$ cat config.mk
export PLATFORM = sky130hd
export DESIGN_NAME = dec_scan_seq_flat
export DESIGN_NICKNAME = d
export VERILOG_FILES = /design/src/rtl/dec_scan_seq_if.sv /design/src/rtl/dec_scan_seq.sv /design/src/flat_wrapper.sv
export SDC_FILE = /design/constraint.sdc
export NUM_CORES = 1
export LEC_CHECK = 0
export ABC_AREA = 1
export ABC_CLOCK_PERIOD_IN_PS = 1900
export BUFFER_PORTS_ARGS = -buffer_cell sky130_fd_sc_hd__buf_2
export CAP_MARGIN = 20
export CORE_MARGIN = 2
export CORE_UTILIZATION = 25
export DETAILED_ROUTE_END_ITERATION = 8
export SKIP_LAST_GASP = 1
export SLEW_MARGIN = 30
export SYNTH_ARGS = -nofsm -noshare
export SYNTH_HDL_FRONTEND = slang
export SYNTH_SLANG_ARGS = --single-unit
$ cat constraint.sdc
create_clock -name clk -period 1.9 [get_ports clk]
set_input_delay 0.38 -clock clk [delete_from_list [all_inputs] [get_ports clk]]
set_output_delay 0.38 -clock clk [all_outputs]
set_load 0.02 [all_outputs]
$ cat src/rtl/dec_scan_seq_if.sv
// Bundles the control inputs and decoded outputs of dec_scan_seq.
// The master side drives the controls, and the slave side is the decoder itself.
interface dec_scan_seq_if #(
  parameter int SEL_W = 3
);
  localparam int N = 2 ** SEL_W;

  logic             en;
  logic             mode;
  logic [SEL_W-1:0] w;
  logic             load;
  logic             step;
  logic             dir;
  logic [N-1:0]     y;
  logic [SEL_W-1:0] idx;
  logic             wrap;
  logic             f;

  modport master (
    output en, mode, w, load, step, dir,
    input  y, idx, wrap, f
  );

  modport slave (
    input  en, mode, w, load, step, dir,
    output y, idx, wrap, f
  );
endinterface

$ cat src/rtl/dec_scan_seq.sv
// Registered SEL_W-to-2^SEL_W one-hot decoder with an auto-scan index counter.
// In direct mode the decoder decodes w. In scan mode it decodes the index that
// the counter is about to hold, so y and idx always agree.
// f is a minterm-select OR over the registered y.
module dec_scan_seq #(
  parameter int                    SEL_W    = 3,
  parameter logic [2**SEL_W-1:0]   MINTERMS = 8'b1100_1000
) (
  input  logic            clk,
  input  logic            rst,
  dec_scan_seq_if.slave   bus
);
  localparam int N = 2 ** SEL_W;
  localparam logic [SEL_W-1:0] IDX_ZERO = {SEL_W{1'b0}};
  localparam logic [SEL_W-1:0] IDX_MAX  = {SEL_W{1'b1}};
  localparam logic [SEL_W-1:0] IDX_ONE  = {{(SEL_W-1){1'b0}}, 1'b1};

  logic [SEL_W-1:0] idx_r;
  logic [N-1:0]     y_r;
  logic             wrap_r;

  logic             step_take_s;
  logic [SEL_W-1:0] idx_next_s;
  logic             wrap_next_s;
  logic [N-1:0]     y_next_s;

  // Build a vector with only bit v set.
  function automatic logic [N-1:0] onehot(input logic [SEL_W-1:0] v);
    logic [N-1:0] r;
    r    = {N{1'b0}};
    r[v] = 1'b1;
    return r;
  endfunction

  // A step counts only in scan mode with the decoder enabled.
  assign step_take_s = bus.mode & bus.en & bus.step;

  // Choose the next index. Load has priority over step, and a wrap is flagged only for a real step.
  always_comb begin
    idx_next_s  = idx_r;
    wrap_next_s = 1'b0;
    if (bus.load) begin
      idx_next_s  = bus.w;
      wrap_next_s = 1'b0;
    end else if (step_take_s) begin
      if (bus.dir) begin
        idx_next_s  = idx_r - IDX_ONE;
        wrap_next_s = (idx_r == IDX_ZERO);
      end else begin
        idx_next_s  = idx_r + IDX_ONE;
        wrap_next_s = (idx_r == IDX_MAX);
      end
    end else begin
      idx_next_s  = idx_r;
      wrap_next_s = 1'b0;
    end
  end

  // Choose the next decode for the operating condition (en, mode).
  always_comb begin
    y_next_s = {N{1'b0}};
    case ({bus.en, bus.mode})
      2'b10:   y_next_s = onehot(bus.w);
      2'b11:   y_next_s = onehot(idx_next_s);
      default: y_next_s = {N{1'b0}};
    endcase
  end

  // Index, decode and wrap registers. Reset overrides load and step.
  always_ff @(posedge clk) begin
    if (rst) begin
      idx_r  <= IDX_ZERO;
      y_r    <= {N{1'b0}};
      wrap_r <= 1'b0;
    end else begin
      idx_r  <= idx_next_s;
      y_r    <= y_next_s;
      wrap_r <= wrap_next_s;
    end
  end

  assign bus.idx  = idx_r;
  assign bus.y    = y_r;
  assign bus.wrap = wrap_r;
  assign bus.f    = |(y_r & MINTERMS);
endmodule

$ cat src/flat_wrapper.sv
// flat-port wrapper written by rule: the top's interface ports become plain ports
module dec_scan_seq_flat 
#(
  parameter int                    SEL_W    = 3,
  parameter logic [2**SEL_W-1:0]   MINTERMS = 8'b1100_1000
)
  (clk, rst, bus_en, bus_mode, bus_w, bus_load, bus_step, bus_dir, bus_y, bus_idx, bus_wrap, bus_f);
  dec_scan_seq_if #(.SEL_W(SEL_W)) bus_i ();
  input  logic clk;
  input  logic rst;
  input wire logic [$bits(bus_i.en)-1:0] bus_en;
  input wire logic [$bits(bus_i.mode)-1:0] bus_mode;
  input wire logic [$bits(bus_i.w)-1:0] bus_w;
  input wire logic [$bits(bus_i.load)-1:0] bus_load;
  input wire logic [$bits(bus_i.step)-1:0] bus_step;
  input wire logic [$bits(bus_i.dir)-1:0] bus_dir;
  output wire logic [$bits(bus_i.y)-1:0] bus_y;
  output wire logic [$bits(bus_i.idx)-1:0] bus_idx;
  output wire logic [$bits(bus_i.wrap)-1:0] bus_wrap;
  output wire logic [$bits(bus_i.f)-1:0] bus_f;
  assign bus_i.en = bus_en;
  assign bus_i.mode = bus_mode;
  assign bus_i.w = bus_w;
  assign bus_i.load = bus_load;
  assign bus_i.step = bus_step;
  assign bus_i.dir = bus_dir;
  assign bus_y = bus_i.y;
  assign bus_idx = bus_i.idx;
  assign bus_wrap = bus_i.wrap;
  assign bus_f = bus_i.f;
  dec_scan_seq #(.SEL_W(SEL_W), .MINTERMS(MINTERMS)) u_core (.clk(clk), .rst(rst), .bus(bus_i));
endmodule
==> results of run 1 <==
timing repair:
item | in CTS | in global routing
endpoints found under the setup margin | 0 | 8
gates resized for setup | 0 | 4
setup buffers | 0 | 1
path summary, 6_finish.rpt:
path                startpoint         endpoint
max reg2reg  u_core.bus.idx[1]  u_core.bus.y[6]
min reg2reg  u_core.bus.idx[0]  u_core.bus.wrap
max          u_core.bus.idx[1]  u_core.bus.y[6]
min                   bus_load  u_core.bus.wrap
flip-flops by register name (all words and copies together) (netlist names):
register         count
u_core.bus.y         8
u_core.bus.idx       3
u_core.bus.wrap      1
worst reg2reg max path: cells and delay by family (launching register included):
family	cells	cell delay, ps
adders and majority gates	1	530
DFF	1	390
buffers and inverters	3	260
and+or+nand+nor	3	250
AOI/OAI and AO/OA	2	200
area by class of cell:
type / count / area [um2] / share of cell area (%)
Multi-Input combinational cell: 69 / 365 / 42.9
Tap cell: 30 / 37.5 / 4.41
Inverter: 14 / 53.8 / 6.31
Sequential cell: 12 / 241 / 28.3
Clock buffer: 4 / 36.3 / 4.26
Timing Repair Buffer: 23 / 118 / 13.8
metal layers:
layer,track usage [%],up-vias,wire length (um)
met4,4.88,0,19
met5,0,-,0
met3,3.49,3,96
met1,14.7,309,689
li1,-,360,-
met2,21.0,19,746
placed cells by master, fill, tap and decap left out, types with 2 or more instances in the layout:
cell type / Yosys / layout
inv_2: 2 / 2
nand2_1: 23 / 22
nand3_1: 13 / 13
a21oi_2: 2 / 3
buf_2: 0 / 22
nand2_2: 5 / 6
nor4_1: 2 / 2
inv_1: 11 / 11
clkbuf_4: 0 / 3
nor2_1: 8 / 8
a21oi_1: 8 / 7
dfxtp_1: 12 / 11
power by group through the flow:
stage	combinational [mW]	sequential, mW	clock, mW
detailed placement	0.120	0.273	0
finish	0.125	0.267	0.209
floorplan	0.0709	0.283	0
global placement	0.120	0.272	0
CTS	0.121	0.267	0.214
global route	0.143	0.269	0.231
cells by family after synthesis:
group / Yosys count
simple gates: 57
buf+inv: 15
flops: 12
compound gates: 11
fa+ha+maj: 1
through the flow:
| step | area, um2 | std cells | utilization (%) | hold slack, ps |
|---|---|---|---|---|
| 2_1_floorplan | 654 | 96 | - | 442 |
| 3_3_place_gp | 798 | 147 | 32.2 | 647 |
| 3_5_place_dp | 798 | 147 | 32.2 | 652 |
| 4_1_cts | 835 | 151 | 33.7 | 352 |
| 5_1_grt | 852 | 152 | 34.4 | 359 |
| 6_report | 852 | 152 | 34.4 | 357 |
==> flow_summary.toml, run 1 <==
[synthesis]
synth_edf_count = 0
synth-seq-cells = 12
synth_top_cell_area_share_pct = 36.7
synthMuxAreaShare_pct = 0
syn-cell-area_um2 = 654
async_reset_ff_share_pct = 0
netlist_instances = 96
synth_seq_area_share_pct = 36.7
synthAdderAreaFrac_pct = 3.06
synth-xor-area-share_pct = 0
synth_ff_type = "dfxtp_1"
synth_compound_area_share_pct = 10.1
synthSimpleGateAreaFrac_pct = 41.3
yosysMostFrequentCell = "nand2_1"
synthTopCellsByArea = "dfxtp_1, nand2_1, nand3_1"
synthDistinctLibCells = 20
postSynthAreaPerCell_um2 = 6.82
synth_top_family_by_area = "simple AND/OR/NAND/NOR gates"
synthesis.nets = 107
yosys.area.top_type = "dfxtp_1"
yosysWarnings = 0
ys_top_cells_by_count = "nand2_1, nand3_1, dfxtp_1, inv_1"

[setup_path]
crit_type = "reg2reg"
path_depth = 9
crit_top_cell = "inv_1"
ff2ff_setup_slack_ps = 160
slowest_stage = "fa_2"
cpPeakStageDelay_ps = 530
cp_data_arrival_time_ps = 1900
critical_path_required_ps = 2060
cp-end-kind = "register"
crit_path_start_kind = "register"
path_max_fanout = 6
cpLargestDelayFamily = "adder cells"
path_buf_inv = 3
crit_chain = "inv_1 -> fa_2 -> inv_1 -> nand2_1 -> nand3_2 -> o21ai_2 -> clkinv_2 -> nand3_1 -> a21oi_2"
rr_worst_depth = 9

[grt]
grt_max_degree = 13
grt_pass1_wl_um = 2700
antenna_found_initial = 0
grt-ovfl-total = 0
groute.usage.overall_pct = 12.4
grt_pass1_vias = 638

[power]
seqPwrFrac_pct = 44.4
total_power_mw = 0.602
ir_worst_vdd_uv = 336
power_leakage_nw = 0.422
pwr-share-clk_pct = 34.8
switching_share_pct = 30.4
switchingPower_mw = 0.183
p_comb_share_pct = 20.8
power.density_nw_per_um2 = 707
power.internal_mw = 0.419

[worst_hold_path]
hold_depth = 2
worstHoldPathType = "in2reg"

[die]
coreArea_um2 = 2480
die_h_um = 55.2
start_util_pct = 26.4
io_pins = 23
dieArea_um2 = 3040
die_w_um = 55.2
num_rows = 18

[cts]
clk_latency_ps = 280
cts_root_buf = "clkbuf_4"
cts_sinks = 12
path_clk_slew_ps = 80
holdBufCountCts = 0
cts_buffer_depth = 2
cts_tree = "built"
numCtsBuffers = 3
htree_levels = 1

[timing]
setup_viol = 0
hold_viol = 0
fin_ws_ps = 163
finalClockSkew_ps = 5.10
tightest_slew_ps = 337
slew_viol_final = 0
period_share_pct = 91.4
setup_tns_ps = 0
rsz0062_at_grt = "false"
period_needed_ps = 1740
relSlewSlack_pct = 77.6
fmax_mhz = 576

[run]
cap_violations = 0

[place]
io_buffers = 22
dp_hpwl_um = 1190
gp_congestion = 0.811
post-place-ws_ps = 159

[routing]
drc_errors = 0
detail_route.wl_per_cell_um = 10.2
drt-vias-per-instance = 4.55
drt_first_pass_iters = 4
wirelength_um = 1550
drt_iter0_drc = 5
postRouteAntennaNets = 0
route.vias.total = 691

[finish]
syn_to_final_growth_pct = 30.2
drive_gt1_share_pct = 36.9
n_antenna_cell = 0
final_nets = 134
nFillCells = 270

[run_status]
status = "complete, no violations"
(Power assumes the default switching activity.)
==> inputs of run 2 (changes only) <==
ABC_CLOCK_PERIOD_IN_PS = 1800   (was 1900)
BUFFER_PORTS_ARGS = not set   (was -buffer_cell sky130_fd_sc_hd__buf_2)
DONT_BUFFER_PORTS = 1   (was not set)
GPL_ROUTABILITY_DRIVEN = 0   (was not set)
clock period = 1.8 ns   (was 1.9 ns; I/O delays follow)
==> run 2 against run 1 <==
- utilization down 4.1 points
- sequential cell count unchanged
- cell count down 14%
- sequential power up 7.9%
- via count down 7.8%
- largest power group unchanged
- highest routed layer unchanged
- clock-buffer cell count unchanged
- clock skew up 2.5 ps
- global-route usage about the same
==> flow_summary.toml, run 2 (same netlist as run 1, synthesis figures left out) <==
[power]
power_leakage_nw = 0.322
switchingPower_mw = 0.183
ir_worst_vdd_uv = 277
power.density_nw_per_um2 = 818
switching_share_pct = 29.8
pwr-share-clk_pct = 36.9
p_comb_share_pct = 16.2
seqPwrFrac_pct = 46.9
total_power_mw = 0.614
power.internal_mw = 0.431

[grt]
use_met3_pct = 5.65
antenna_found_initial = 0
grt-ovfl-total = 0
grt_pass1_wl_um = 2620
grt_pass1_vias = 591
gr-max-usage-layer = "met2"
groute.usage.overall_pct = 12.4
gr-usage-met2_pct = 20.0
grt_max_degree = 13
grtUsageMet1_pct = 14.2

[setup_path]
crit_type = "reg2reg"
path_max_fanout = 6
critical_path_required_ps = 1970
cpPeakStageDelay_ps = 560
slowest_stage = "fa_2"
cp_data_arrival_time_ps = 1860
crit_path_start_kind = "register"
cp-end-kind = "register"
cpLargestDelayFamily = "adder cells"
crit_top_cell = "inv_1"
path_buf_inv = 3
crit_chain = "inv_1 -> fa_2 -> inv_1 -> nand2_1 -> nand3_2 -> o21ai_2 -> clkinv_2 -> nand3_1 -> a21oi_1"

[cts]
cts_root_buf = "clkbuf_4"
holdBufCountCts = 0
post_cts.repair.setup_buffers = 0
cts_buffer_depth = 2
path_clk_slew_ps = 90
cts_tree = "built"
clk_latency_ps = 280
htree_levels = 1
numCtsBuffers = 3
cts_sinks = 12

[routing]
drt_first_pass_iters = 7
wirelength_um = 1560
drt_iter0_drc = 30
drt-vias-per-instance = 4.86
postRouteAntennaNets = 0
drc_errors = 0
route.vias.total = 637
detail_route.wl_per_cell_um = 11.9

[die]
coreArea_um2 = 2480
die_w_um = 55.2
num_rows = 18
dieArea_um2 = 3040
io_pins = 23
start_util_pct = 26.4
die_h_um = 55.2

[timing]
slew_viol_final = 0
period_share_pct = 93.7
tightest_slew_ps = 339
setup_viol = 0
finalClockSkew_ps = 7.64
rsz0062_at_grt = "false"
fmax_mhz = 593
hold_viol = 0
relSlewSlack_pct = 77.4
setup_tns_ps = 0
period_needed_ps = 1690

[finish]
drive_gt1_share_pct = 23.8
layout_commonest_cell = "nand2_1"
nFillCells = 278
syn_to_final_growth_pct = 14.7
seq_area_um2 = 240
final_cell_mix = "nand2_1, nand3_1, dfxtp_1, inv_1, nor2_1"
n_antenna_cell = 0
final_nets = 113
largest_reg_flops = 8
multi_input_area_um2 = 368

[place]
dp_hpwl_um = 1200
io_buffers = 0

[run]
cap_violations = 0

[worst_hold_path]
worstHoldPathType = "in2reg"

[run_status]
status = "complete, no violations"
==> run 2: cell types whose count changed in the layout (fill, tap and decap cells not counted) <==
cell     previous run  this run
dfxtp_1            11        12
buf_4               1         2
dfxtp_2             1         0
nand2_2             6         7
nand2_1            22        21
buf_2              22         0
==> run 2: power by group through the flow <==
stage	clock network [mW]	registers (mW)	logic (mW)
final	0.227	0.288	0.0996
after global routing	0.247	0.289	0.114
after CTS	0.232	0.288	0.0964
after detailed placement	0	0.294	0.0956
after global placement	0	0.294	0.0950
after floorplan	0	0.298	0.0748
==> run 2: timing repair <==
action                                 4_1_cts  5_1_grt
setup endpoints to repair                    0        8
resized for setup                            0        4
endpoints found under the hold margin        0        0
==> run 2: per-layer routing <==
metal | part of all wire [%] | routed length, um
met2 | 47 | 727
met5 | 0 | 0
met3 | 9.8 | 152
met1 | 42 | 650
met4 | 1.6 | 25
==> run 2: worst paths after layout <==
path / from / endpoint / slack, ps / cells after the start
worst min-delay path: rst / u_core.bus.y[6] / 130 / 1
worst max register to register: u_core.bus.idx[0] / u_core.bus.y[7] / 110 / 9
worst max-delay path: u_core.bus.idx[0] / u_core.bus.y[7] / 110 / 9
worst min register to register: u_core.bus.idx[1] / u_core.bus.wrap / 720 / 4
==> run 2: area by class of cell <==
cell class / count / area share [%]
multi-input combinational: 69 / 49.0
sequential: 12 / 32.0
inverter: 14 / 7.17
tap: 30 / 5.00
clock buffer: 4 / 4.83
timing repair buffer: 2 / 2.00
==> run 2: per-stage QoR <==
stage / instance area [um2] / worst slack, ps / std cells / utilization, % / hold slack, ps
6_report: 751 / 113 / 131 / 30.3 / 131
5_1_grt: 751 / 6.96 / 131 / 30.3 / 112
4_1_cts: 739 / 102 / 131 / 29.8 / 127
3_5_place_dp: 703 / 146 / 127 / 28.4 / 426
3_3_place_gp: 703 / 191 / 127 / 28.4 / 427
2_1_floorplan: 654 / 45.7 / 96 / - / 422
